`src/rtl/ac_dot_acc.sv`:
```
// ac_dot_acc: sums a vector of up to LEN unsigned 16-bit products into a
// saturating ACC_W-bit result, presented over an output valid/ready handshake.
//
// Handshake rule (both sides): a transfer happens on a rising clock edge where
// valid and ready are both 1. A producer holding valid must keep its data
// stable until that edge. in_ready and out_valid depend on the FSM state only.
module ac_dot_acc #(
  parameter int LEN   = 8,
  parameter int ACC_W = 24
) (
  input  logic             clk,
  input  logic             rst_n,
  input  logic             in_valid,
  output logic             in_ready,
  input  logic [15:0]      in_prod,
  input  logic             in_last,
  output logic             out_valid,
  input  logic             out_ready,
  output logic [ACC_W-1:0] out_sum,
  output logic [8:0]       out_cnt,
  output logic             out_sat,
  output logic             dbg_state
);

  typedef enum logic {
    S_ACC  = 1'b0,
    S_DONE = 1'b1
  } state_t;

  // Count value held while the LEN-th product is being offered.
  localparam logic [8:0] CNT_LAST = 9'(LEN - 1);

  state_t             r_state;
  state_t             w_next_state;

  logic [ACC_W-1:0]   r_acc;
  logic [8:0]         r_cnt;
  logic               r_sat;
  logic [ACC_W-1:0]   r_out_sum;
  logic [8:0]         r_out_cnt;
  logic               r_out_sat;

  logic               w_accept;
  logic               w_close;
  logic [ACC_W:0]     w_sum_ext;
  logic               w_carry;
  logic [ACC_W-1:0]   w_acc_next;
  logic               w_sat_next;
  logic [8:0]         w_cnt_inc;

  assign in_ready  = (r_state == S_ACC);
  assign out_valid = (r_state == S_DONE);
  assign out_sum   = r_out_sum;
  assign out_cnt   = r_out_cnt;
  assign out_sat   = r_out_sat;
  assign dbg_state = r_state;

  // One extra bit catches the carry out of the accumulator for saturation.
  assign w_accept   = in_valid & in_ready;
  assign w_sum_ext  = {1'b0, r_acc} + (ACC_W + 1)'(in_prod);
  assign w_carry    = w_sum_ext[ACC_W];
  assign w_acc_next = w_carry ? {ACC_W{1'b1}} : w_sum_ext[ACC_W-1:0];
  assign w_sat_next = r_sat | w_carry;
  assign w_cnt_inc  = r_cnt + 9'd1;
  // in_last and the length limit together still close the vector only once.
  assign w_close    = w_accept & (in_last | (r_cnt == CNT_LAST));

  // State register.
  always_ff @(posedge clk or negedge rst_n) begin
    if (!rst_n) begin
      r_state <= S_ACC;
    end else begin
      r_state <= w_next_state;
    end
  end

  // Next state: close a vector into DONE, release it on the output handshake.
  always_comb begin
    w_next_state = r_state;
    case (r_state)
      S_ACC:   if (w_close)   w_next_state = S_DONE;
      S_DONE:  if (out_ready) w_next_state = S_ACC;
      default: w_next_state = S_ACC;
    endcase
  end

  // Accumulate accepted products; snapshot the result on close; clear on release.
  always_ff @(posedge clk or negedge rst_n) begin
    if (!rst_n) begin
      r_acc     <= '0;
      r_cnt     <= '0;
      r_sat     <= 1'b0;
      r_out_sum <= '0;
      r_out_cnt <= '0;
      r_out_sat <= 1'b0;
    end else if (w_accept) begin
      r_acc <= w_acc_next;
      r_cnt <= w_cnt_inc;
      r_sat <= w_sat_next;
      if (w_close) begin
        r_out_sum <= w_acc_next;
        r_out_cnt <= w_cnt_inc;
        r_out_sat <= w_sat_next;
      end
    end else if ((r_state == S_DONE) && out_ready) begin
      r_acc <= '0;
      r_cnt <= '0;
      r_sat <= 1'b0;
    end
  end

endmodule
```
`config.mk`:
```
export PLATFORM = sky130hd
export DESIGN_NAME = ac_dot_acc
export DESIGN_NICKNAME = d
export VERILOG_FILES = /design/src/rtl/ac_dot_acc.sv
export SDC_FILE = /design/constraint.sdc
export NUM_CORES = 1
export LEC_CHECK = 0
export CORE_MARGIN = 2
export CORE_UTILIZATION = 55
export DETAILED_ROUTE_END_ITERATION = 8
export MAX_ROUTING_LAYER = met4
export PLACE_DENSITY_LB_ADDON = 0.2
export SETUP_SLACK_MARGIN = 0.05
export SLEW_MARGIN = 20
export SYNTH_ARGS = -nofsm -noshare
export SYNTH_HDL_FRONTEND = slang
export SYNTH_SLANG_ARGS = --single-unit
```
`constraint.sdc`:
```
create_clock -name clk -period 3.25 [get_ports clk]
set_clock_uncertainty 0.2 [all_clocks]
set_input_delay 0.325 -clock clk [delete_from_list [all_inputs] [get_ports clk]]
set_output_delay 0.325 -clock clk [all_outputs]
set_load 0.03 [all_outputs]
```
==> implementation parameters, run 1 <==
Parameter                              Value

Power and ir drop
  Net Sw Power    approximately 1700 uW
  Internal power consumption    about 2300 uW
  Leakage    approximately 0.0021 uW
  Largest voltage drop on the vdd net    0.397 mV
  Clk network pwr share    0.178
  Register share of total power    0.317
  Proportion of power drawn by combinational gates    0.505
  Ratio of total power to cell area    roughly 830 nW/um^2
  Switching power as a share of total power    0.429

Status
  Outcome    complete, no violations

Global route
  Number of global-route vias before repair    3,371
  Global-route wire length before repair    16,000 um
  Met3 Use GR    0.0476
  Global-route congestion overflow total    0
  Most congested layer reported by global routing    met2
  Global-route total usage across every layer    0.271
  GRT met1 Usage    0.367
  Initial antenna violation count    0
  Met2 usage    0.418
  Largest net degree at the start of global routing    46

Worst setup path
  Crit Path Max Fanout    6
  Most numerous cell on the critical path    sky130_fd_sc_hd__buf_4
  Crit path DAT    2.87 ns
  Crit path buf inv count    5
  CP endpoint kind    flop
  Critical path's top delay family    buffers and inverters
  Required time of the worst setup path    ~3.3 ns
  Category of the worst setup path launch point    input port
  Largest incremental delay on the critical path    0.40 ns
  Critical path, cell by cell    clkdlybuf4s50_1, ha_1, fa_1, a211oi_1, buf_4, nor4_1, a211oi_1, buf_4, a311o_1, buf_4, buf_4, a41oi_2
  Critical path class    in2reg
  Library cell contributing the largest single delay on the critical path    sky130_fd_sc_hd__clkdlybuf4s50_1

Finish
  Cell Count, Final, Fillers Out    614
  Share of the core filled with cells    0.711
  Number of inserted diodes    0
  Post-route standard cell area excluding fillers    4890 um^2
  Share of final-layout standard cells stronger than drive strength 1    0.0888
  Layout area overhead    23.6%
  Layout net count    552

Clocking
  CTS root buf    sky130_fd_sc_hd__clkbuf_8
  Total setup buffers inserted after CTS    0
  Clock input transition at the sequential cells of the worst setup and hold paths    0.07 ns
  Clock latency on the worst-skew pair    approximately 0.35 ns
  TritonCTS clock tree    done
  Sinks on the clock net    69
  Longest Clk Path Bufs    2
  H-Tree Depth    3
  Number of buffers inserted during clock tree synthesis    9

Logic synthesis
  Gate Count Post-Synth    449
  Synthesized flop and latch total    a little under 70
  Sequential cell area fraction in the yosys report    0.437
  Post-Syn Nets    488
  Distinct cells, synth    51
  Proportion of register bits with asynchronous set or reset after synthesis    1.00
  Cell area after synthesis    3960 um^2
  Top flip-flop cell by instance count after synthesis    sky130_fd_sc_hd__dfrtp_1
  Post-synthesis average cell area    8.81 um^2
  Number of enable-type register cells in the synthesized netlist    0
  Yosys warning total    0

Drt
  Total DRC errors in the routed layout    0
  First drt pass iteration count    4
  Via/cell ratio    5.76
  Wire per inst    15.9 um
  Routed vias    3,537
  Routed wire length    slightly below 10,000 um
  Post-detailed-route count of antenna-violating nets    0
  Iteration-0 DRC Markers    261

Placement
  Final HPWL from detailed placement    7040 um
  Routability cong.    about 0.92
  Area after detailed placement    between 4000 and 5000 um^2
  Total of buffers placed on input and output ports    57
  Cells after DPL    597

Timing
  Total count of max-transition violations in the final report    0
  Max_slew headroom    0.466
  Smallest hold slack    0.280 ns
  Slew @ Worst Pin    0.800 ns
  Maximum frequency from static timing analysis    0.348 GHz
  Total Neg Setup Slack    0 ns
  Final min period    2.87 ns
  RSZ-0062 raised after global routing    no
  Count of final setup violators    0
  Number of failing hold endpoints at the final stage    0
  Final worst-path cycle share    0.883

Floorplan
  I/O pins    58
  Die footprint    roughly 8000 um^2
  Die X-Extent    between 80 and 90 um
  Core Box Area    6870 um^2
  Number of standard-cell rows in the floorplan    30
  Die Y-Extent    just under 90 um
  Starting Density    0.576

Hold path
  HP Class    reg2reg

Job
  Max Cap Violations    0
-- synth_stat cells (all sizes together), types with 4 or more instances --
cell type | number | share of area
o211ai | 5 | 0.0095
and3 | 9 | 0.014
nand2 | 78 | 0.074
o21a | 7 | 0.013
nor2 | 38 | 0.036
inv | 7 | 0.0066
o21ai | 70 | 0.089
nand4 | 5 | 0.0079
ha | 17 | 0.054
clkbuf | 14 | 0.015
a21oi | 25 | 0.033
buf | 10 | 0.021
a22o | 4 | 0.0089
a21o | 6 | 0.012
o31ai | 5 | 0.0095
a31oi | 8 | 0.013
dfrtp | 69 | 0.44
nand3 | 10 | 0.013
xor2 | 4 | 0.0089
xnor2 | 17 | 0.038
-- layout by cell type (no fill, tap or decap), drive strengths merged, types with 5 or more instances in the layout --
cell type and count:
nand2 78, a21oi 25, nand4 5, clkdlybuf4s50 56, and3 9, dfrtp 69
o21ai 70, o21a 7, a21o 6, buf 21, nand3 10, o211ai 5
o31ai 5, clkinv 5, clkbuf 10, ha 17, a31oi 8, xnor2 17
nor2 38, inv 7
-- cells by family (layout without fill, tap and decap cells) --
logic type	after synthesis	in the layout	synth area share
muxes	3	3	0.00759
AOI/OAI and AO/OA	149	149	0.233
and+or+nand+nor	157	157	0.173
buffers and inverters	32	101	0.0449
xor gates and xnor gates	21	21	0.0465
adders and majority gates	18	18	0.0588
DFF	69	69	0.437
-- routing by layer --
metal,vias up,share of wire
met5,-,0
met3,19,0.051
met2,115,0.48
met1,1685,0.46
li1,1718,-
met4,0,0.014
-- registers in the layout, summed over array words and instances, names as in the netlist --
name	cells
dbg_state	1
out_cnt	9
out_sat	1
out_sum	24
r_acc	24
r_cnt	9
r_sat	1
-- worst reg2reg max path: stages (launching register included) --
cell                       delay [ns]
sky130_fd_sc_hd__dfrtp_1         0.39
sky130_fd_sc_hd__ha_1            0.21
sky130_fd_sc_hd__fa_1            0.38
sky130_fd_sc_hd__a211oi_1        0.24
sky130_fd_sc_hd__buf_4           0.16
sky130_fd_sc_hd__nor4_1          0.05
sky130_fd_sc_hd__a211oi_1        0.19
sky130_fd_sc_hd__buf_4           0.17
sky130_fd_sc_hd__a311o_1         0.31
sky130_fd_sc_hd__buf_4           0.18
sky130_fd_sc_hd__buf_4           0.13
sky130_fd_sc_hd__a41oi_2         0.10
-- layout make-up --
cell class | instances | area (um^2)
clock buffer | 10 | 138
clock inverter | 6 | 62.6
fill | 549 | 1980
inverter | 7 | 26.3
multi-input combinational | 348 | 2070
sequential | 69 | 1730
tap | 96 | 120
timing repair buffer | 78 | 748
-- per-stage QoR --
stage / power (uW) / setup WS [ns]
floorplan: 2670 / 0.401
global placement: 3260 / 0.0562
detailed placement: 3320 / 0.0683
CTS: 4040 / 0.407
global route: 4340 / 0.135
finish: 4050 / 0.379
-- final timing paths --
kind                        startpoint          end  slack (ns)  cells after the start
max in group asynchronous        rst_n     r_acc[3]        1.86                      3
min reg2reg                out_sum[16]  out_sum[16]        0.28                      2
max                         in_prod[0]  out_sum[21]        0.38                     12
min                        out_sum[16]  out_sum[16]        0.28                      2
min in group asynchronous        rst_n     r_cnt[6]        0.32                      2
max reg2reg                   r_acc[0]  out_sum[21]        0.40                     11
-- power by group through the flow --
stage	registers, uW	clock network (uW)	logic (uW)
floorplan	1510	0	1150
global placement	1290	0	1970
detailed placement	1300	0	2020
CTS	1290	730	2030
global route	1310	781	2250
finish	1280	720	2050
-- timing repair --
action | in CTS | in global routing
hold endpoints to repair | 43 | 0
hold buffers | 1 | 0
resized for setup | 0 | 0
(Power assumes the default switching activity.)
==> run 2, diff against run 1 <==
Settings changed: CTS_CLUSTER_DIAMETER set to 120, GPL_TIMING_DRIVEN set to 1.
Clock period 3.25 ns to 3.1 ns, I/O delays scaled along.
==> run 2 against run 1 <==
Net effect:
- clock-buffer cell count unchanged
- total power increased by 9.9%
- wire length decreased by 1.2%
- critical path depth unchanged
- global-route usage increased by 0.19 points
- critical path type unchanged
- highest routed layer unchanged
- cell count increased by 0.33%
- combinational power increased by 7%
- hold slack about the same
- design area increased by 1.8%
==> implementation parameters, run 2 (synthesized netlist as in run 1, its figures left out) <==
Parameter                              Value

Finish
  Share of final-layout standard cells stronger than drive strength 1    0.0923
  Layout area overhead    25.8%
  Share of the core filled with cells    0.725
  Commonest cells after routing, fill and taps aside    sky130_fd_sc_hd__nand2_1, sky130_fd_sc_hd__o21ai_0, sky130_fd_sc_hd__dfrtp_1, sky130_fd_sc_hd__clkdlybuf4s50_1, sky130_fd_sc_hd__nor2_1
  Count of filler cells inserted in the layout    541
  Area occupied by registers    1730 um^2
  Area used by multi-input combinational logic    2070 um^2
  Most common library cell in the layout ignoring fill and taps    sky130_fd_sc_hd__nand2_1
  Layout net count    555
  Number of inserted diodes    0
  Cell Count, Final, Fillers Out    just over 600

Drt
  Wire per inst    ~16 um
  Post-detailed-route count of antenna-violating nets    0
  Iteration-0 DRC Markers    254
  Routed vias    around 3,600
  First drt pass iteration count    5
  Via/cell ratio    between 5 and 6
  Total DRC errors in the routed layout    0
  Routed wire length    just under 10,000 um

Timing
  Number of failing hold endpoints at the final stage    0
  Final min period    2.86 ns
  Count of final setup violators    0
  Total count of max-transition violations in the final report    0
  Slew @ Worst Pin    roughly 0.83 ns
  Max_slew headroom    0.445
  Final worst-path cycle share    0.921
  RSZ-0062 raised after global routing    no
  Total Neg Setup Slack    0 ns
  Maximum frequency from static timing analysis    0.350 GHz
  Smallest hold slack    around 0.28 ns

Placement
  Cells after DPL    600
  Total of buffers placed on input and output ports    57
  Final HPWL from detailed placement    6920 um
  Routability cong.    about 0.9

Floorplan
  Core Box Area    6870 um^2
  Die X-Extent    88.8 um
  I/O pins    just under 60
  Starting Density    0.576
  Die footprint    7890 um^2
  Number of standard-cell rows in the floorplan    30
  Die Y-Extent    88.8 um

Global route
  Global-route congestion overflow total    0
  Initial antenna violation count    0
  Largest net degree at the start of global routing    40
  Global-route total usage across every layer    0.273
  Number of global-route vias before repair    3,404
  Global-route wire length before repair    about 16,000 um

Hold path
  Hold-critical path depth    2
  Hold-critical path endpoint    out_cnt[2]
  HP Class    reg2reg
  Startpoint of the worst hold path    out_cnt[2]

Worst setup path
  Critical path class    in2reg
  Crit Path Max Fanout    11
  Required time of the worst setup path    ~3.1 ns
  Number of cell instances on the worst register-to-register path    11
  Capturing point of the worst reg2reg path    r_acc[17]
  Setup slack, reg-to-reg    0.26 ns
  Crit path DAT    2.89 ns
  Category of the worst setup path launch point    input port
  CP endpoint kind    flop
  R2r startpoint    r_acc[0]

Clocking
  Longest Clk Path Bufs    2
  Clock latency on the worst-skew pair    0.34 ns
  TritonCTS clock tree    done
  Number of buffers inserted during clock tree synthesis    9
  Sinks on the clock net    a little under 70
  Clock input transition at the sequential cells of the worst setup and hold paths    ~0.080 ns
  CTS root buf    sky130_fd_sc_hd__clkbuf_8
  Post-cts repair resize count    0
  H-Tree Depth    3

Job
  Max Cap Violations    0

Power and ir drop
  Total Power    4450 uW
  Ratio of total power to cell area    895 nW/um^2
  Leakage    0.00215 uW
  Largest voltage drop on the vdd net    0.470 mV

Status
  Outcome    complete, no violations
==> run 2: power breakdown <==
| part | internal, uW | leakage (uW) | total, uW | switching (uW) |
|---|---|---|---|---|
| registers | 1160 | 0.000893 | 1350 | 188 |
| clock network | 557 | 0.000123 | 911 | 355 |
| logic | 906 | 0.00113 | 2190 | 1280 |
| total | 2630 | 0.00215 | 4450 | 1830 |
==> run 2: timing repair <==
| item | in CTS | in global routing |
|---|---|---|
| hold buffers | 1 | 0 |
| endpoints found under the hold margin | 30 | 0 |
| setup buffers | 0 | 0 |
==> run 2: worst max path at each step <==
stage | endpoint | slack [ns] | start | cells past startpoint
floorplan | r_sat | 0.25 | r_acc[0] | 9
global placement | r_acc[17] | -0.03 | in_prod[0] | 12
detailed placement | r_acc[22] | -0.08 | in_prod[0] | 12
CTS | r_acc[22] | 0.25 | in_prod[0] | 12
global route | r_acc[22] | 0.07 | in_prod[0] | 12
finish | r_acc[17] | 0.24 | in_prod[0] | 12
==> run 2: layout make-up <==
cell class                 count  share of cell area
multi-input combinational    348               0.415
sequential                    69               0.347
timing repair buffer          81               0.159
clock buffer                  10              0.0277
tap                           96              0.0241
clock inverter                 5              0.0216
inverter                       7             0.00528
==> run 2: metal layers <==
metal / up-vias / track usage / routed length [um]
li1: 1725 / - / -
met2: 140 / 0.427 / 4610
met4: 0 / 0.0882 / 195
met1: 1693 / 0.370 / 4260
met5: - / - / 0
met3: 22 / 0.0317 / 597
==> run 2: worst max-delay path, stage by stage <==
cell and delay [ns]:
sky130_fd_sc_hd__clkdlybuf4s50_1 0.41, sky130_fd_sc_hd__ha_1 0.23, sky130_fd_sc_hd__fa_1 0.39, sky130_fd_sc_hd__a211oi_1 0.28, sky130_fd_sc_hd__buf_4 0.18, sky130_fd_sc_hd__nor4_1 0.05
sky130_fd_sc_hd__a211oi_1 0.19, sky130_fd_sc_hd__buf_4 0.17, sky130_fd_sc_hd__a311o_1 0.15, sky130_fd_sc_hd__buf_4 0.18, sky130_fd_sc_hd__o21ai_0 0.10, sky130_fd_sc_hd__a22o_1 0.24
==> run 2: through the flow <==
stage | instance area [um^2] | setup WS [ns]
4_1_cts | 4980 | 0.254
3_5_place_dp | 4720 | -0.0814
5_1_grt | 4980 | 0.0703
3_3_place_gp | 4690 | -0.0321
2_1_floorplan | 3960 | 0.251
6_report | 4980 | 0.245
==> run 3, diff against run 2 <==
Settings changed: CELL_PAD_IN_SITES_DETAIL_PLACEMENT set to 0, CELL_PAD_IN_SITES_GLOBAL_PLACEMENT set to 1, CORE_ASPECT_RATIO set to 0.9, CORE_UTILIZATION 55 to 41.
==> run 3 against run 2 <==
Net effect:
- clock-buffer cell count fell by 1
- critical endpoint unchanged
- largest cell class unchanged
- cell count increased by 5.4%
- wire length is 1.5% lower
- die area increased by 33%
- combinational power decreased by 2%
- via count decreased by 2.8%
==> implementation parameters, run 3 (synthesized netlist as in run 1, its figures left out) <==
Parameter                              Value

Hold path
  HP Class    reg2reg

Power and ir drop
  Largest voltage drop on the vdd net    approximately 0.37 mV
  Leakage    0.00217 uW
  Net Sw Power    between 1500 and 2000 uW
  Ratio of total power to cell area    872 nW/um^2
  Register share of total power    0.305
  Proportion of power drawn by combinational gates    0.491
  Total Power    4390 uW
  Switching power as a share of total power    0.406
  Clk network pwr share    0.204
  Internal power consumption    2610 uW

Global route
  Met2 usage    0.304
  Initial antenna violation count    0
  Number of global-route vias before repair    about 3,300
  GRT met1 Usage    0.273
  Largest net degree at the start of global routing    45
  Global-route total usage across every layer    0.199
  Most congested layer reported by global routing    met2
  Global-route wire length before repair    16,300 um
  Met3 Use GR    0.0376
  Global-route congestion overflow total    0

Placement
  Total of buffers placed on input and output ports    57
  Routability cong.    0.891
  Final HPWL from detailed placement    6900 um
  Cells after DPL    633

Timing
  Final min period    2.81 ns
  Count of final setup violators    0
  RSZ-0062 raised after global routing    no
  Total count of max-transition violations in the final report    0
  Maximum frequency from static timing analysis    roughly 0.36 GHz
  Total Neg Setup Slack    0 ns
  Smallest hold slack    0.279 ns
  Max_slew headroom    0.346
  Final worst-path cycle share    0.906
  Slew @ Worst Pin    0.981 ns
  Number of failing hold endpoints at the final stage    0

Finish
  Share of final-layout standard cells stronger than drive strength 1    0.104
  Cell Count, Final, Fillers Out    649
  Layout area overhead    27.2%
  Layout net count    between 500 and 600
  Number of inserted diodes    0
  Commonest cells after routing, fill and taps aside    sky130_fd_sc_hd__nand2_1, sky130_fd_sc_hd__o21ai_0, sky130_fd_sc_hd__dfrtp_1, sky130_fd_sc_hd__clkdlybuf4s50_1, sky130_fd_sc_hd__nor2_1
  Most common library cell in the layout ignoring fill and taps    sky130_fd_sc_hd__nand2_1

Drt
  First drt pass iteration count    4
  Post-detailed-route count of antenna-violating nets    0
  Total DRC errors in the routed layout    0
  Routed vias    3,479
  Routed wire length    9520 um
  Via/cell ratio    5.36
  Wire per inst    around 15 um
  Iteration-0 DRC Markers    138

Floorplan
  I/O pins    58
  Starting Density    0.428
  Die Y-Extent    97.2 um
  Core Box Area    between 9000 and 10,000 um^2
  Die footprint    10,400 um^2
  Number of standard-cell rows in the floorplan    33
  Die X-Extent    between 100 and 150 um

Clocking
  CTS root buf    sky130_fd_sc_hd__clkbuf_8
  Number of buffers inserted during clock tree synthesis    9
  Sinks on the clock net    69
  Clock latency on the worst-skew pair    0.35 ns
  Longest Clk Path Bufs    2
  TritonCTS clock tree    done
  H-Tree Depth    3
  Total setup buffers inserted after CTS    0
  Clock input transition at the sequential cells of the worst setup and hold paths    0.08 ns

Worst setup path
  CP endpoint kind    flop
  Category of the worst setup path launch point    input port
  Crit Path Max Fanout    8
  Critical path class    in2reg
  Required time of the worst setup path    3.13 ns
  Crit path DAT    2.84 ns

Status
  Outcome    complete, no violations

Job
  Max Cap Violations    0
-- run 3: cell types whose count changed in the layout (fill, tap and decap cells not counted), sizes merged --
cell      before  now
clkinvlp       0    1
buf           24   31
clkbuf        10    9
-- run 3: repair_timing --
action                    4_1_cts  5_1_grt
hold endpoints to repair       29        0
hold buffers                    1        0
gates resized for setup         0        0
-- run 3: metrics by stage --
step                area [um^2]   util  setup slack [ns]
detailed placement         4790  0.518           -0.0443
finish                     5030  0.544             0.293
floorplan                  3960      -             0.251
CTS                        5030  0.544             0.299
global route               5030  0.544             0.138
global placement           4790  0.518           -0.0405
-- run 3: metal layers --
metal,part of all wire,vias to the layer above
met1,0.50,1659
met3,0.044,6
met2,0.45,71
met5,0,-
met4,0.0065,0
li1,-,1743
-- run 3: power by group through the flow --
stage / Clock [uW] / Sequential (uW) / Combinational, uW
after floorplan: 0 / 1590 / 1210
after global placement: 0 / 1350 / 2130
after detailed placement: 0 / 1360 / 2150
after CTS: 918 / 1340 / 2160
after global routing: 959 / 1380 / 2390
final: 897 / 1340 / 2150
-- run 3: area by class of cell --
class	count	area, um^2
Fill cell	872	4220
Multi-Input combinational cell	348	2070
Sequential cell	69	1730
Timing Repair Buffer	88	826
Tap cell	122	153
Clock buffer	9	124
Clock inverter	6	111
Inverter	7	26.3
-- run 3: worst max-delay path: stages --
cell	delay [ns]
sky130_fd_sc_hd__clkdlybuf4s50_1	0.42
sky130_fd_sc_hd__ha_1	0.24
sky130_fd_sc_hd__fa_1	0.39
sky130_fd_sc_hd__a211oi_1	0.25
sky130_fd_sc_hd__buf_4	0.16
sky130_fd_sc_hd__nor4_1	0.05
sky130_fd_sc_hd__a211oi_1	0.18
sky130_fd_sc_hd__buf_4	0.16
sky130_fd_sc_hd__a311o_1	0.19
sky130_fd_sc_hd__buf_4	0.17
sky130_fd_sc_hd__o21ai_0	0.09
sky130_fd_sc_hd__a22o_1	0.24
-- run 3: final timing paths --
kind	start	end	slack, ns	cells after the start
min in group asynchronous	rst_n	out_cnt[8]	0.37	2
worst max-delay path	in_prod[0]	r_acc[17]	0.29	12
max in group asynchronous	rst_n	r_acc[4]	1.68	3
worst max register to register	r_acc[0]	r_acc[17]	0.31	11
worst min register to register	out_sum[1]	out_sum[1]	0.28	2
worst min-delay path	out_sum[1]	out_sum[1]	0.28	2
